**config.mk**
```make
export PLATFORM = sky130hd
export DESIGN_NAME = v_hier_vecsub
export DESIGN_NICKNAME = d
export VERILOG_FILES = /design/src/rtl/v_hier_pkg.sv /design/src/rtl/v_hier_stage.sv /design/src/rtl/v_hier_vecsub.sv
export SDC_FILE = /design/constraint.sdc
export NUM_CORES = 1
export LEC_CHECK = 0
export CAP_MARGIN = 20
export CORE_MARGIN = 2
export CORE_UTILIZATION = 46
export CTS_CLUSTER_DIAMETER = 200
export DETAILED_ROUTE_END_ITERATION = 6
export PLACE_DENSITY = 0.83
export SYNTH_ARGS = -nofsm -noshare
export SYNTH_HDL_FRONTEND = slang
export SYNTH_SLANG_ARGS = --single-unit
```
**constraint.sdc**
```tcl
create_clock -name clk -period 2.3 [get_ports clk]
set_input_delay 0.46 -clock clk [delete_from_list [all_inputs] [get_ports clk]]
set_output_delay 0.46 -clock clk [all_outputs]
set_load 0.05 [all_outputs]
```
**src/rtl/v_hier_pkg.sv**
```systemverilog
// Shared defaults and helpers for the v_hier channel-vector blocks.
package v_hier_pkg;

  localparam int DEFAULT_NCH   = 2;
  localparam int DEFAULT_DEPTH = 2;
  localparam int DEFAULT_CNTW  = 8;

  // Increment value and stop at the largest number representable in width
  // bits. Callers keep width at 32 or below.
  function automatic logic [31:0] sat_inc(input logic [31:0] value,
                                          input int unsigned width);
    logic [31:0] max_val;
    max_val = (width >= 32) ? '1 : ((32'd1 << width) - 32'd1);
    return (value >= max_val) ? max_val : value + 32'd1;
  endfunction

endpackage

```
**src/rtl/v_hier_stage.sv**
```systemverilog
// One elastic pipeline register: NCH data bits plus a valid flag.
// The stage can take a new word when it is empty or when the stage
// below is taking its current word.
module v_hier_stage
  import v_hier_pkg::*;
#(
  parameter int NCH = DEFAULT_NCH
) (
  input  logic           clk,
  input  logic           reset,
  input  logic           up_valid,
  input  logic [NCH-1:0] up_data,
  input  logic           dn_ready,
  output logic           valid,
  output logic [NCH-1:0] data,
  output logic           rdy
);

  assign rdy = !valid | dn_ready;

  // Load from upstream when this stage is free to move; otherwise hold.
  always_ff @(posedge clk) begin
    // NOTE: state registers use non-blocking (<=) so every stage samples
    // its neighbour's pre-edge value and the chain shifts by exactly one.
    if (reset) begin
      valid <= 1'b0;
      // NOTE: data is cleared too, so qvec reads 0 straight after reset
      // rather than leftover contents from before the reset.
      data  <= '0;
    end else if (rdy) begin
      valid <= up_valid;
      // Bubbles leave data untouched, so qvec keeps the last real word.
      if (up_valid) begin
        data <= up_data;
      end
    end
  end

endmodule

```
**src/rtl/v_hier_vecsub.sv**
```systemverilog
// N-channel elastic pipeline with per-channel inversion and a saturating
// count of output transfers. in_ready is combinational from out_ready
// through the stage ready chain, which lets a full pipeline accept and
// emit in the same cycle.
module v_hier_vecsub
  import v_hier_pkg::*;
#(
  parameter int NCH   = DEFAULT_NCH,
  parameter int DEPTH = DEFAULT_DEPTH,
  parameter int CNTW  = DEFAULT_CNTW
) (
  input  logic            clk,
  input  logic            reset,
  input  logic [NCH-1:0]  avec,
  input  logic [NCH-1:0]  inv_mask,
  input  logic            in_valid,
  output logic            in_ready,
  output logic [NCH-1:0]  qvec,
  output logic            out_valid,
  input  logic            out_ready,
  output logic [CNTW-1:0] xfer_cnt
);

  if (DEPTH < 1) begin : g_bad_depth
    $error("v_hier_vecsub: DEPTH must be at least 1");
  end
  if (NCH < 1) begin : g_bad_nch
    $error("v_hier_vecsub: NCH must be at least 1");
  end
  if (CNTW < 1 || CNTW > 32) begin : g_bad_cntw
    $error("v_hier_vecsub: CNTW must be between 1 and 32");
  end

  logic [DEPTH-1:0] stage_valid;
  logic [DEPTH-1:0] stage_rdy;
  logic [DEPTH-1:0] up_valid;
  logic [DEPTH-1:0] dn_ready;
  logic [NCH-1:0]   stage_data [DEPTH];
  logic [NCH-1:0]   up_data    [DEPTH];

  for (genvar i = 0; i < DEPTH; i++) begin : g_stage
    // Stage 0 takes the inverted input word; later stages take the one above.
    if (i == 0) begin : g_head
      assign up_valid[i] = in_valid;
      assign up_data[i]  = avec ^ inv_mask;
    end else begin : g_body
      assign up_valid[i] = stage_valid[i-1];
      assign up_data[i]  = stage_data[i-1];
    end

    // The last stage is released by the consumer, the rest by the next stage.
    if (i == DEPTH - 1) begin : g_tail
      assign dn_ready[i] = out_ready;
    end else begin : g_link
      assign dn_ready[i] = stage_rdy[i+1];
    end

    v_hier_stage #(
      .NCH (NCH)
    ) u_stage (
      .clk      (clk),
      .reset    (reset),
      .up_valid (up_valid[i]),
      .up_data  (up_data[i]),
      .dn_ready (dn_ready[i]),
      .valid    (stage_valid[i]),
      .data     (stage_data[i]),
      .rdy      (stage_rdy[i])
    );
  end

  assign in_ready  = stage_rdy[0] & !reset;
  assign out_valid = stage_valid[DEPTH-1];
  assign qvec      = stage_data[DEPTH-1];

  // Count each word the consumer takes, holding at the all-ones value.
  always_ff @(posedge clk) begin
    if (reset) begin
      xfer_cnt <= '0;
    end else if (out_valid && out_ready) begin
      xfer_cnt <= CNTW'(sat_inc(32'(xfer_cnt), CNTW));
    end
  end

endmodule

```
==> flow_summary.json <==
{
  "crit_family": "buffers and inverters",
  "core_um2": 1280,
  "synth.area.top_cells": "dfxtp_1 45%, a21oi_1 8.8%, and4_1 4.2%, nand3_1 4.0%, o21ai_0 3.2%",
  "hold_depth": 2,
  "crit_arrival_ns": 1.64,
  "cp-end-kind": "primary output",
  "hold_buffers": 0,
  "slowest_delay_ns": 0.86,
  "synth_edf_count": 0,
  "synthArstFlopShare": 0,
  "synthSimpleGateAreaFrac": 0.244,
  "grt_max_degree": 15,
  "finClkSkew_ns": 0.00576,
  "r2r_cells": 3,
  "drtIter0Drc": 15,
  "cts-buffers-inserted": 3,
  "ys_top_cells_by_count": "14 x dfxtp_1, 11 x a21oi_1, 5 x nand3_1",
  "ir_worst_vdd_v": 0.000430,
  "leakagePower_nw": 0.304,
  "synth_top_area_frac": 0.447,
  "rows": 13,
  "rsz0062_at_grt": "false",
  "slew_viol_final": 0,
  "crit_buf_inv": 1,
  "powerDensity_nw_per_um2": 556,
  "clk_pin_slew_ns": 0.09,
  "synth_seq_area_share": 0.447,
  "ys_ff_latch": 14,
  "cts_sinks": 14,
  "dr_total_vias": 641,
  "ys_types": 24,
  "dieArea_um2": 1670,
  "cts_buffer_depth": 2,
  "reg2reg_slack_ns": 0.92,
  "grt_overflow_total": 0,
  "yosys_warnings": 0,
  "routedWlPerCell_um": 13.2,
  "numPortBuffers": 19,
  "cts_resized": 0,
  "hold_viol": 0,
  "cts_tree": "done",
  "setup_tns_ns": 0,
  "synth_top_flop_cell": "dfxtp_1",
  "synth_top_area_cell": "dfxtp_1",
  "fin_crit_sh": 0.911,
  "hold_path_class": "flip-flop to flip-flop",
  "postSynthCellCount": 71,
  "clock.fmax_mhz": 477,
  "initial_core_util": 0.488,
  "syn_nets": 80,
  "relSlewSlack": 0.659,
  "num_antenna_cells": 0,
  "syn_area_um2": 627,
  "antenna_found_initial": 0,
  "cap_violations": 0,
  "setup.worst_path.start_class": "flip-flop",
  "status": "complete, no violations",
  "worst-endpoint-required_ns": 1.84,
  "r2r_start": "g_stage[1].u_stage.valid$_SDFFE_PP0P_",
  "worst_pin_slew_ns": 0.510,
  "die_y_um": 40.9,
  "place.gp.congestion": 0.821,
  "grt_pass1_wl_um": 2330,
  "final_antenna_net_count": 0,
  "grt_usage": 0.211,
  "cts_setup_buffers": 0,
  "hold_path_end": "g_stage[1].u_stage.data[1]$_SDFFE_PP0P_",
  "hold_path.startpoint": "g_stage[0].u_stage.data[1]$_SDFFE_PP0P_",
  "layout-drive-gt1-share": 0.0842,
  "yosys.area_share.xor_xnor": 0.0419,
  "setup_violations": 0,
  "path_cells": "clkdlybuf4s50_1",
  "postSynthAreaPerCell_um2": 8.83,
  "synth_top_family_by_area": "simple AND/OR/NAND/NOR gates",
  "synthAdderAreaFrac": 0.0200,
  "nNetsFinal": 105,
  "htreeDepth": 1,
  "via_per_inst": 5.83,
  "dr.pass1.iters": 4,
  "wl_um": 1450,
  "first_global_vias": 532,
  "whs_ns": 0.488,
  "hpwl_um": 1030,
  "r2r-end": "xfer_cnt[7]$_SDFFE_PP0P_",
  "min_period_ns": 2.10,
  "die_w_um": 40.9,
  "area_growth_pct": 42.5,
  "synth_compound_area_frac": 0.202,
  "drcViolationCount": 0,
  "p_total_uw": 497,
  "pin_count": 20,
  "muxShareOfSynthArea": 0.0160,
  "crit_fanout": 9,
  "cts_root_buf": "clkbuf_4",
  "clk_latency_ns": 0.28,
  "slowest_stage": "clkdlybuf4s50_1",
  "post-synth-top-count-cell": "dfxtp_1",
  "path_class": "flip-flop to primary output"
}
placed cells by master, fill, tap and decap left out, types with 2 or more instances in the layout:
| cell type | count |
|---|---|
| a311oi_1 | 2 |
| nand2_1 | 3 |
| nand3_1 | 5 |
| a21oi_1 | 11 |
| dfxtp_1 | 14 |
| inv_1 | 4 |
| nand4_1 | 2 |
| buf_4 | 2 |
| and4_1 | 3 |
| xnor2_1 | 2 |
| clkbuf_4 | 3 |
| nor3_1 | 3 |
| clkdlybuf4s50_1 | 18 |
| o21ai_0 | 4 |
| or3_1 | 3 |
| nor4_1 | 2 |
| a31oi_1 | 3 |
kinds of logic (layout without fill, tap and decap cells):
logic type,Yosys count,after routing
AO/OA/AOI/OAI,22,22
XOR/XNOR,3,3
adder cells (fa/ha/maj),1,1
buffers and inverters,5,29
flip-flops,14,14
multiplexers,1,1
AND/OR/NAND/NOR,25,25
flip-flops by register name, indices dropped and copies added, names as in the netlist:
name / count
xfer_cnt: 8
g_stage.u_stage.data: 4
g_stage.u_stage.valid: 2
metal layers:
metal | wire length, um | part of all wire | vias up | GRT usage
met1 | 661 | 0.46 | 289 | 0.296
met2 | 666 | 0.46 | 29 | 0.301
met5 | 0 | 0 | - | 0
met4 | 32 | 0.022 | 0 | 0.125
li1 | - | - | 319 | -
met3 | 88 | 0.061 | 4 | 0.0326
worst register-to-register path: stages, from the launching register on:
cell      delay, ns
dfxtp_1        0.49
nand3_2        0.18
or3_1          0.39
a211oi_1       0.23
through the flow:
| step | util | cells | worst slack, ns | area, um^2 |
|---|---|---|---|---|
| after floorplan | - | 71 | 0.290 | 627 |
| after global placement | 0.667 | 106 | 0.434 | 857 |
| after detailed placement | 0.667 | 106 | 0.396 | 857 |
| after CTS | 0.695 | 110 | 0.199 | 893 |
| after global routing | 0.695 | 110 | 0.142 | 893 |
| final | 0.695 | 110 | 0.204 | 893 |
worst max-delay path by stage:
| stage | start | to | slack (ns) | cells after the start |
|---|---|---|---|---|
| finish | g_stage[1].u_stage.valid$_SDFFE_PP0P_ | out_valid | 0.20 | 1 |
| global route | g_stage[1].u_stage.valid$_SDFFE_PP0P_ | out_valid | 0.14 | 1 |
| CTS | g_stage[1].u_stage.valid$_SDFFE_PP0P_ | out_valid | 0.20 | 1 |
| detailed placement | out_ready | xfer_cnt[7]$_SDFFE_PP0P_ | 0.40 | 5 |
| global placement | out_ready | in_ready | 0.43 | 4 |
| floorplan | g_stage[1].u_stage.valid$_SDFFE_PP0P_ | in_ready | 0.29 | 2 |
power by group:
part / total [mW] / switching [mW] / internal, mW / leakage, nW
combinational: 0.0640 / 0.0332 / 0.0309 / 0.169
clock: 0.176 / 0.0799 / 0.0963 / 0.0210
sequential: 0.257 / 0.00740 / 0.249 / 0.114
total: 0.497 / 0.120 / 0.377 / 0.304
layout make-up:
class | count | area [um^2]
fillers | 118 | 392
multi-input cells | 52 | 328
flip-flops and latches | 14 | 280
repair buffers | 21 | 215
clock buffers | 4 | 36.3
well taps | 15 | 18.8
inverters | 4 | 15.0
No activity file was read; power rests on OpenSTA's default activity.
